--- src/rtl/multdiv_sched.sv ---
// Issue/stall/commit scheduler for the shared iterative multdiv unit.
// Tracks one in-flight mul/div and arbitrates the regfile write port against MW writeback.
module multdiv_sched #(
   parameter int          TIMEOUT = 40,
   parameter logic [31:0] EXC_MUL = 32'd4,
   parameter logic [31:0] EXC_DIV = 32'd5,
   parameter logic [31:0] EXC_TMO = 32'd7
) (
   input  logic        clock,
   input  logic        reset,
   input  logic [31:0] dx_ir,
   input  logic        mw_we,
   input  logic        md_ready,
   input  logic        md_exception,
   output logic        ctrl_MULT,
   output logic        ctrl_DIV,
   output logic        md_issue,
   output logic        md_stall,
   output logic        busy,
   output logic        commit,
   output logic        commit_exc,
   output logic [4:0]  commit_reg,
   output logic [31:0] exc_code,
   output logic [1:0]  dbg_state
);

   localparam int CW = $clog2(TIMEOUT + 1);

   typedef enum logic [1:0] {
      S_IDLE    = 2'd0,
      S_BUSY    = 2'd1,
      S_WAIT_WB = 2'd2
   } state_t;

   state_t        state_q, state_d;
   logic [4:0]    p_rd_q, p_rd_d;
   logic          p_div_q, p_div_d;
   logic [CW-1:0] cnt_q, cnt_d;
   logic          p_exc_q, p_exc_d;
   logic          p_tmo_q, p_tmo_d;

   logic [4:0] op, aluop, rd, rs, rt;
   logic       dx_mul, dx_div, dx_md;
   logic       reads_rs, reads_rt, reads_rd, writes_rd, hazard;
   logic       fire, res_exc, res_tmo;
   logic       unused_ir_bits;

   assign op     = dx_ir[31:27];
   assign rd     = dx_ir[26:22];
   assign rs     = dx_ir[21:17];
   assign rt     = dx_ir[16:12];
   assign aluop  = dx_ir[6:2];
   assign dx_mul = (op == 5'b00000) && (aluop == 5'b00110);
   assign dx_div = (op == 5'b00000) && (aluop == 5'b00111);
   assign dx_md  = dx_mul | dx_div;
   assign unused_ir_bits = ^{dx_ir[11:7], dx_ir[1:0]};

   always_comb begin
      reads_rs  = op inside {5'b00000, 5'b00101, 5'b00111, 5'b01000, 5'b00010, 5'b00110};
      reads_rt  = (op == 5'b00000);
      reads_rd  = op inside {5'b00111, 5'b00010, 5'b00110, 5'b00100};
      writes_rd = op inside {5'b00000, 5'b00101, 5'b01000};
      // r0 is never a real dependency, so a pending write to r0 cannot cause a hazard
      hazard    = (p_rd_q != 5'd0) &&
                  ((reads_rs && rs == p_rd_q) ||
                   (reads_rt && rt == p_rd_q) ||
                   ((reads_rd || writes_rd) && rd == p_rd_q));
   end

   always_comb begin
      state_d    = state_q;
      p_rd_d     = p_rd_q;
      p_div_d    = p_div_q;
      cnt_d      = cnt_q;
      p_exc_d    = p_exc_q;
      p_tmo_d    = p_tmo_q;
      fire       = 1'b0;
      res_exc    = 1'b0;
      res_tmo    = 1'b0;
      md_issue   = 1'b0;
      ctrl_MULT  = 1'b0;
      ctrl_DIV   = 1'b0;
      commit     = 1'b0;
      commit_exc = 1'b0;
      commit_reg = 5'd0;
      exc_code   = 32'd0;

      case (state_q)
         S_IDLE: begin
            if (dx_md) begin
               md_issue  = 1'b1;
               ctrl_MULT = dx_mul;
               ctrl_DIV  = dx_div;
               state_d   = S_BUSY;
               p_rd_d    = rd;
               p_div_d   = dx_div;
               cnt_d     = '0;
               p_exc_d   = 1'b0;
               p_tmo_d   = 1'b0;
            end
         end
         S_BUSY: begin
            cnt_d = cnt_q + 1'b1;
            if (md_ready || cnt_q == CW'(TIMEOUT)) begin
               res_exc = md_ready ? md_exception : 1'b1;
               res_tmo = !md_ready;
               if (mw_we) begin
                  state_d = S_WAIT_WB;
                  p_exc_d = res_exc;
                  p_tmo_d = res_tmo;
               end else begin
                  fire    = 1'b1;
                  state_d = S_IDLE;
               end
            end
         end
         S_WAIT_WB: begin
            res_exc = p_exc_q;
            res_tmo = p_tmo_q;
            if (!mw_we) begin
               fire    = 1'b1;
               state_d = S_IDLE;
            end
         end
         default: state_d = S_IDLE;
      endcase

      if (fire) begin
         if (res_exc) begin
            commit     = 1'b1;
            commit_exc = 1'b1;
            commit_reg = 5'd30;
            exc_code   = res_tmo ? EXC_TMO : (p_div_q ? EXC_DIV : EXC_MUL);
         end else if (p_rd_q != 5'd0) begin
            commit     = 1'b1;
            commit_reg = p_rd_q;
         end
      end

      busy     = (state_q != S_IDLE);
      md_stall = busy & (dx_md | hazard);

      // Reset must silence the combinational decode of dx_ir as well as the state-driven outputs
      if (reset) begin
         md_issue   = 1'b0;
         ctrl_MULT  = 1'b0;
         ctrl_DIV   = 1'b0;
         commit     = 1'b0;
         commit_exc = 1'b0;
         commit_reg = 5'd0;
         exc_code   = 32'd0;
         busy       = 1'b0;
         md_stall   = 1'b0;
      end
   end

   assign dbg_state = state_q;

   always_ff @(posedge clock or posedge reset) begin
      if (reset) begin
         state_q <= S_IDLE;
         p_rd_q  <= 5'd0;
         p_div_q <= 1'b0;
         cnt_q   <= '0;
         p_exc_q <= 1'b0;
         p_tmo_q <= 1'b0;
      end else begin
         state_q <= state_d;
         p_rd_q  <= p_rd_d;
         p_div_q <= p_div_d;
         cnt_q   <= cnt_d;
         p_exc_q <= p_exc_d;
         p_tmo_q <= p_tmo_d;
      end
   end

endmodule
--- config.mk ---
export PLATFORM = sky130hd
export DESIGN_NAME = multdiv_sched
export DESIGN_NICKNAME = d
export VERILOG_FILES = /design/src/rtl/multdiv_sched.sv
export SDC_FILE = /design/constraint.sdc
export NUM_CORES = 1
export LEC_CHECK = 0
export CORE_UTILIZATION = 42
export DETAILED_ROUTE_END_ITERATION = 16
export MAX_ROUTING_LAYER = met4
export PLACE_DENSITY_LB_ADDON = 0.05
export SLEW_MARGIN = 0
export SYNTH_ARGS = -nofsm -noshare
export SYNTH_HDL_FRONTEND = slang
export SYNTH_SLANG_ARGS = --single-unit
--- constraint.sdc ---
create_clock -name clock -period 6.05 [get_ports clock]
set_clock_uncertainty 0.15 [all_clocks]
set_input_delay 1.21 -clock clock [delete_from_list [all_inputs] [get_ports clock]]
set_output_delay 1.21 -clock clock [all_outputs]
set_load 0.05 [all_outputs]
==> results of run 1 <==
==> report_power, final <==
group,total (µW),switching [µW],leakage (µW),internal [µW]
registers,134,14.0,0.000219,120
clock network,71.2,34.6,0.0000210,36.6
logic,129,85.3,0.000635,44.0
==> layout by cell type, fill, tap and decap left out, drive strengths merged, types with 7 or more instances in the layout <==
cell,netlist,final
xnor2,8,8
inv,13,13
xor2,7,7
a21oi,8,8
o21ai,8,8
nand2,11,11
dfrtp,16,16
nor2,8,8
conb,1,29
clkdlybuf4s50,0,46
==> metal layers <==
layer / share of wire / GRT usage
met1: 0.42 / 0.2132
met2: 0.52 / 0.3495
met3: 0.056 / 0.04348
met4: 0.0048 / 0.03810
met5: 0 / -
==> logic make-up (layout without fill, tap and decap cells) <==
kind of cell    count (synthesis)  in the layout
compound gates                 38             38
xor+xnor                       15             15
fa+ha+maj                       5              5
buf+inv                        52             64
flops                          16             16
mux                             7              7
other cells                     1             29
simple gates                   43             43
==> stage by stage <==
stage	cell area, µm²	setup slack, ps	std cells
2_1_floorplan	1622	1248	205
3_3_place_gp	1869	776.2	259
3_5_place_dp	1869	724.8	259
4_1_cts	1906	733.5	263
5_1_grt	1906	665.0	263
6_report	1906	736.0	263
==> flip-flops by register name, summed over array words and instances, names as in the netlist <==
register,flops
p_exc_q,1
dbg_state,2
p_div_q,1
p_tmo_q,1
cnt_q,6
p_rd_q,5
==> layout make-up <==
class                   instances  share of cell area
well taps                      46             0.03020
inverters                      13             0.02561
flip-flops and latches         16              0.2101
multi-input cells             137              0.4695
repair buffers                 47              0.2456
clock buffers                   4             0.01904
==> worst register-to-register path, delay by kind of cell, from the launching register on <==
kind | cells | cell delay [ps]
compound gates | 2 | 440
fa+ha+maj | 1 | 190
buf+inv | 1 | 60
flops | 1 | 420
simple gates | 3 | 520
==> path summary, 6_finish.rpt <==
kind	from	to	slack [ps]
max	dx_ir[28]	ctrl_DIV	740
min	cnt_q[5]	cnt_q[5]	340
max reg2reg	cnt_q[0]	dbg_state[1]	4160
min reg2reg	cnt_q[5]	cnt_q[5]	340
max in group asynchronous	reset	cnt_q[2]	4360
min in group asynchronous	reset	p_tmo_q	1200
==> results_dict.tcl, run 1 <==
set metrics [dict create \
    yosys-top-cells-area "dfrtp_1, buf_4, xnor2_1, mux2_2, ha_1" \
    fill_cells 334 \
    post_cts_buffers 0 \
    endpoint_kind "primary output" \
    netlist_instances 177 \
    yosysTopAreaCell "dfrtp_1" \
    critPathMaxStageDelay_ps 790 \
    cp_max_fo 8 \
    track_usage 0.1921 \
    drc_errors 0 \
    synth_flop_cell "dfrtp_1" \
    yosysWarnings 0 \
    cp_cell_sequence "clkdlybuf4s50_1 > or4_4 > nor3_1 > nand2_1 > nor2_1 > and2_1 > clkdlybuf4s50_1" \
    diodes 0 \
    ys_types 47 \
    io_buffers 46 \
    post_route_cells_drive_above_1_share 0.08756 \
    p_leak_uw 0.0008752 \
    irDropWorstVdd_mv 0.07327 \
    seq_area_frac_synth 0.2640 \
    drtPass1Iterations 4 \
    fmax_mhz 188.2 \
    relSlewSlack 0.6392 \
    avgSynthCellArea_um2 8.568 \
    crit_buf_inv 2 \
    synth_fa_ha_area_frac 0.04125 \
    die_y_um 62.09 \
    finalCriticalPeriod_ps 5314 \
    cts_tree "done" \
    vias 1273 \
    overflow 0 \
    synth-async-reset-ratio 1.000 \
    critPathRequiredTime_ps 4690 \
    period_share 0.8783 \
    yosys.area.top_type_share 0.2640 \
    cts_inserted_buffers 3 \
    fin_hold_ws_ps 341.3 \
    crit_top_cell "clkdlybuf4s50_1" \
    rsz0062_at_grt "no" \
    nNetsFinal 260 \
    cts.sinks 16 \
    core-area_um2 3390 \
    syn_to_final_growth_pct 25.66 \
    ioPinCount 83 \
    worst_pin_slew_ps 541.2 \
    critPathTopFamily "simple AND/OR/NAND/NOR gates" \
    drv_slew 0 \
    synth_edf_count 0 \
    cts-root-buf "clkbuf_4" \
    cap_viol_max_count 0 \
    clock_latency_ps 290 \
    regArea_um2 400.4 \
    cp.depth 7 \
    h-tree-depth 1 \
    rr_worst_depth 7 \
    initial_core_util 0.4474 \
    hold_path_class "reg2reg" \
    synth.mux.area_fraction 0.05116 \
    critPathKind "in2out" \
    grt_max_degree 18 \
    ctsHoldBuffers 0 \
    ys_top_cells_by_count "buf_4, dfrtp_1, inv_1" \
    postRouteAntennaNets 0 \
    die_area_um2 3855 \
    totalPowerFinal_uw 334.5 \
    hold_depth 1 \
    gp_congestion 0.7603 \
    synth_area_um2 1516 \
    crit_slowest_cell "clkdlybuf4s50_1" \
    drt_iter0_markers 117 \
    finalSetupViolCount 0 \
    clk_pin_slew_ps 90 \
    worstPathArrival_ps 3950 \
    drt-wirelength-per-cell_um 12.59 \
    hold_violations 0 \
    antenna_found_initial 0 \
    final_util 0.5622 \
    synthXorXnorAreaFrac 0.08663 \
    grt_pass1_vias 1149 \
    fp.dieW_um 62.09 \
    synth_simple_gate_area_share 0.1568 \
    cts_resized 0 \
    cts_buffer_depth 2 \
    status "finished, final reports clean" \
    cellPowerDensity_nw_per_um2 175.6 \
    start_kind "input port" \
    multi_input_area_um2 894.6 \
    post-synth-top-count-cell "buf_4" \
    routed_wl_um 3312 \
    dpl.hpwl_um 2699 \
    grt_pass1_wl_um 5195 \
    viasPerCell 4.840 \
    rows 21 \
    fin_setup_tns_ps 0 \
    synth_top_family_by_area "buffers and inverters" \
    synth-seq-cells 16 \
    synth_compound_area_frac 0.1823 \
]
Note: power is estimated with default switching activity, not from simulation.
==> run 2, diff against run 1 <==
--- a/config.mk
+++ b/config.mk
@@ -5,7 +5,7 @@
 export SDC_FILE = /design/constraint.sdc
 export NUM_CORES = 1
 export LEC_CHECK = 0
-export CORE_UTILIZATION = 42
+export CORE_UTILIZATION = 35
 export DETAILED_ROUTE_END_ITERATION = 16
 export MAX_ROUTING_LAYER = met4
 export PLACE_DENSITY_LB_ADDON = 0.05
==> constraint.sdc (replaced) <==
create_clock -name clock -period 4.8 [get_ports clock]
set_clock_uncertainty 0.15 [all_clocks]
set_input_delay 0.96 -clock clock [delete_from_list [all_inputs] [get_ports clock]]
set_output_delay 0.96 -clock clock [all_outputs]
set_load 0.05 [all_outputs]
==> run 2 against run 1 <==
- combinational power grew 26%
- worst setup slack worse by 110 ps
- critical path type unchanged
- worst hold slack better by 26 ps
==> results_dict.tcl, run 2 (synthesized netlist as in run 1, its figures left out) <==
set metrics [dict create \
    place_area_um2 1857 \
    die_y_um 67.83 \
    viasPerCell 4.704 \
    cp_cell_sequence "clkdlybuf4s50_1 > or4_4 > nor3_1 > nand2_1 > nor2_1 > and2_1 > buf_12" \
    gp_congestion 0.7754 \
    postRouteAntennaNets 0 \
    worst_pin_slew_ps 560.8 \
    critPathKind "in2out" \
    rsz0062_at_grt "no" \
    hold_violations 0 \
    vias 1256 \
    antenna_found_initial 0 \
    p_int_uw 279.7 \
    cap_viol_max_count 0 \
    cellPowerDensity_nw_per_um2 238.1 \
    core-area_um2 4086 \
    cts_tree "done" \
    clk_pin_slew_ps 70 \
    relSlewSlack 0.6261 \
    finalSetupViolCount 0 \
    drc_errors 0 \
    power.share.sequential 0.371 \
    grt_max_degree 18 \
    cts-root-buf "clkbuf_8" \
    io_buffers 46 \
    dpl.hpwl_um 2778 \
    cts_resized 0 \
    diodes 0 \
    critPathTopFamily "simple AND/OR/NAND/NOR gates" \
    cts_inserted_buffers 3 \
    clock_latency_ps 250 \
    period_share 0.8693 \
    cp_max_fo 8 \
    p_switching_uw 175.4 \
    endpoint_kind "primary output" \
    drt_iter0_markers 37 \
    rows 23 \
    swShare 0.3854 \
    worstPathArrival_ps 3060 \
    regArea_um2 400.4 \
    post_cts_buffers 0 \
    overflow 0 \
    syn_to_final_growth_pct 26.07 \
    initial_core_util 0.3711 \
    die_area_um2 4600 \
    top_register "cnt_q" \
    final_area_um2 1912 \
    largest_register_ffs 6 \
    finalCriticalPeriod_ps 4172 \
    routed_wl_um 3376 \
    combPwrFrac 0.357 \
    drt-wirelength-per-cell_um 12.64 \
    grt_pass1_vias 1136 \
    h-tree-depth 1 \
    crit_slowest_cell "or4_4" \
    ctsHoldBuffers 0 \
    crit_buf_inv 2 \
    multi_input_area_um2 894.6 \
    critPathRequiredTime_ps 3690 \
    ioPinCount 83 \
    p_leak_uw 0.0009104 \
    status "finished, final reports clean" \
    post_route_cells_drive_above_1_share 0.1429 \
    fp.dieW_um 67.83 \
    cts_buffer_depth 2 \
    grt_pass1_wl_um 5361 \
    clkPwrFrac 0.271 \
    layout_common_cells "clkdlybuf4s50_1, conb_1, dfrtp_1, inv_1, buf_4" \
    irDropWorstVdd_mv 0.1600 \
    start_kind "input port" \
    cts.sinks 16 \
    fmax_mhz 239.7 \
    track_usage 0.1584 \
    fill_cells 404 \
    drtPass1Iterations 4 \
    hold_path_class "reg2reg" \
    drv_slew 0 \
    fin_setup_tns_ps 0 \
    mostFrequentLayoutCell "clkdlybuf4s50_1" \
    nNetsFinal 260 \
    critPathMaxStageDelay_ps 590 \
]
-- run 2: cell types whose count changed in the layout (fill, tap and decap cells not counted), sizes merged --
cell           change
buf               +12
clkdlybuf4s50     -12
-- run 2: layout make-up --
| cell class | count | share of cell area |
|---|---|---|
| inverters | 13 | 0.02552 |
| repair buffers | 47 | 0.2356 |
| well taps | 50 | 0.03272 |
| clock buffers | 4 | 0.02880 |
| flip-flops and latches | 16 | 0.2094 |
| multi-input cells | 137 | 0.4679 |
-- run 2: power groups by stage --
stage	clock, µW	combinational (µW)	sequential, µW
detailed placement	0	164	172
global placement	0	162	171
global route	134	177	172
CTS	126	164	169
floorplan	0	139	169
finish	123	163	169
-- run 2: worst paths after layout --
check | from | endpoint | slack, ps | cells after the start
worst max-delay path | dx_ir[28] | ctrl_DIV | 630 | 7
worst min-delay path | cnt_q[5] | cnt_q[5] | 370 | 1
worst max register to register | dbg_state[1] | p_exc_q | 2880 | 5
worst min register to register | cnt_q[5] | cnt_q[5] | 370 | 1
max in group asynchronous | reset | cnt_q[5] | 3250 | 3
min in group asynchronous | reset | p_rd_q[3] | 1050 | 3
-- run 2: stage by stage --
stage	hold slack (ps)	instances	util	worst slack [ps]	power, µW
after floorplan	294.9	205	-	497.7	308.4
after global placement	326.5	263	0.4544	625.2	333.0
after detailed placement	358.7	263	0.4544	608.2	335.6
after CTS	371.4	267	0.4679	612.6	459.5
after global routing	388.5	267	0.4679	484.4	482.3
final	367.5	267	0.4679	627.6	455.2
-- run 2: metal layers --
metal / track usage / vias to the layer above / wire length, µm
met4: 0.01302 / 0 / 11
met2: 0.2735 / 40 / 1786
met3: 0.04333 / 2 / 143
met1: 0.1909 / 588 / 1435
met5: - / - / 0
li1: - / 626 / -
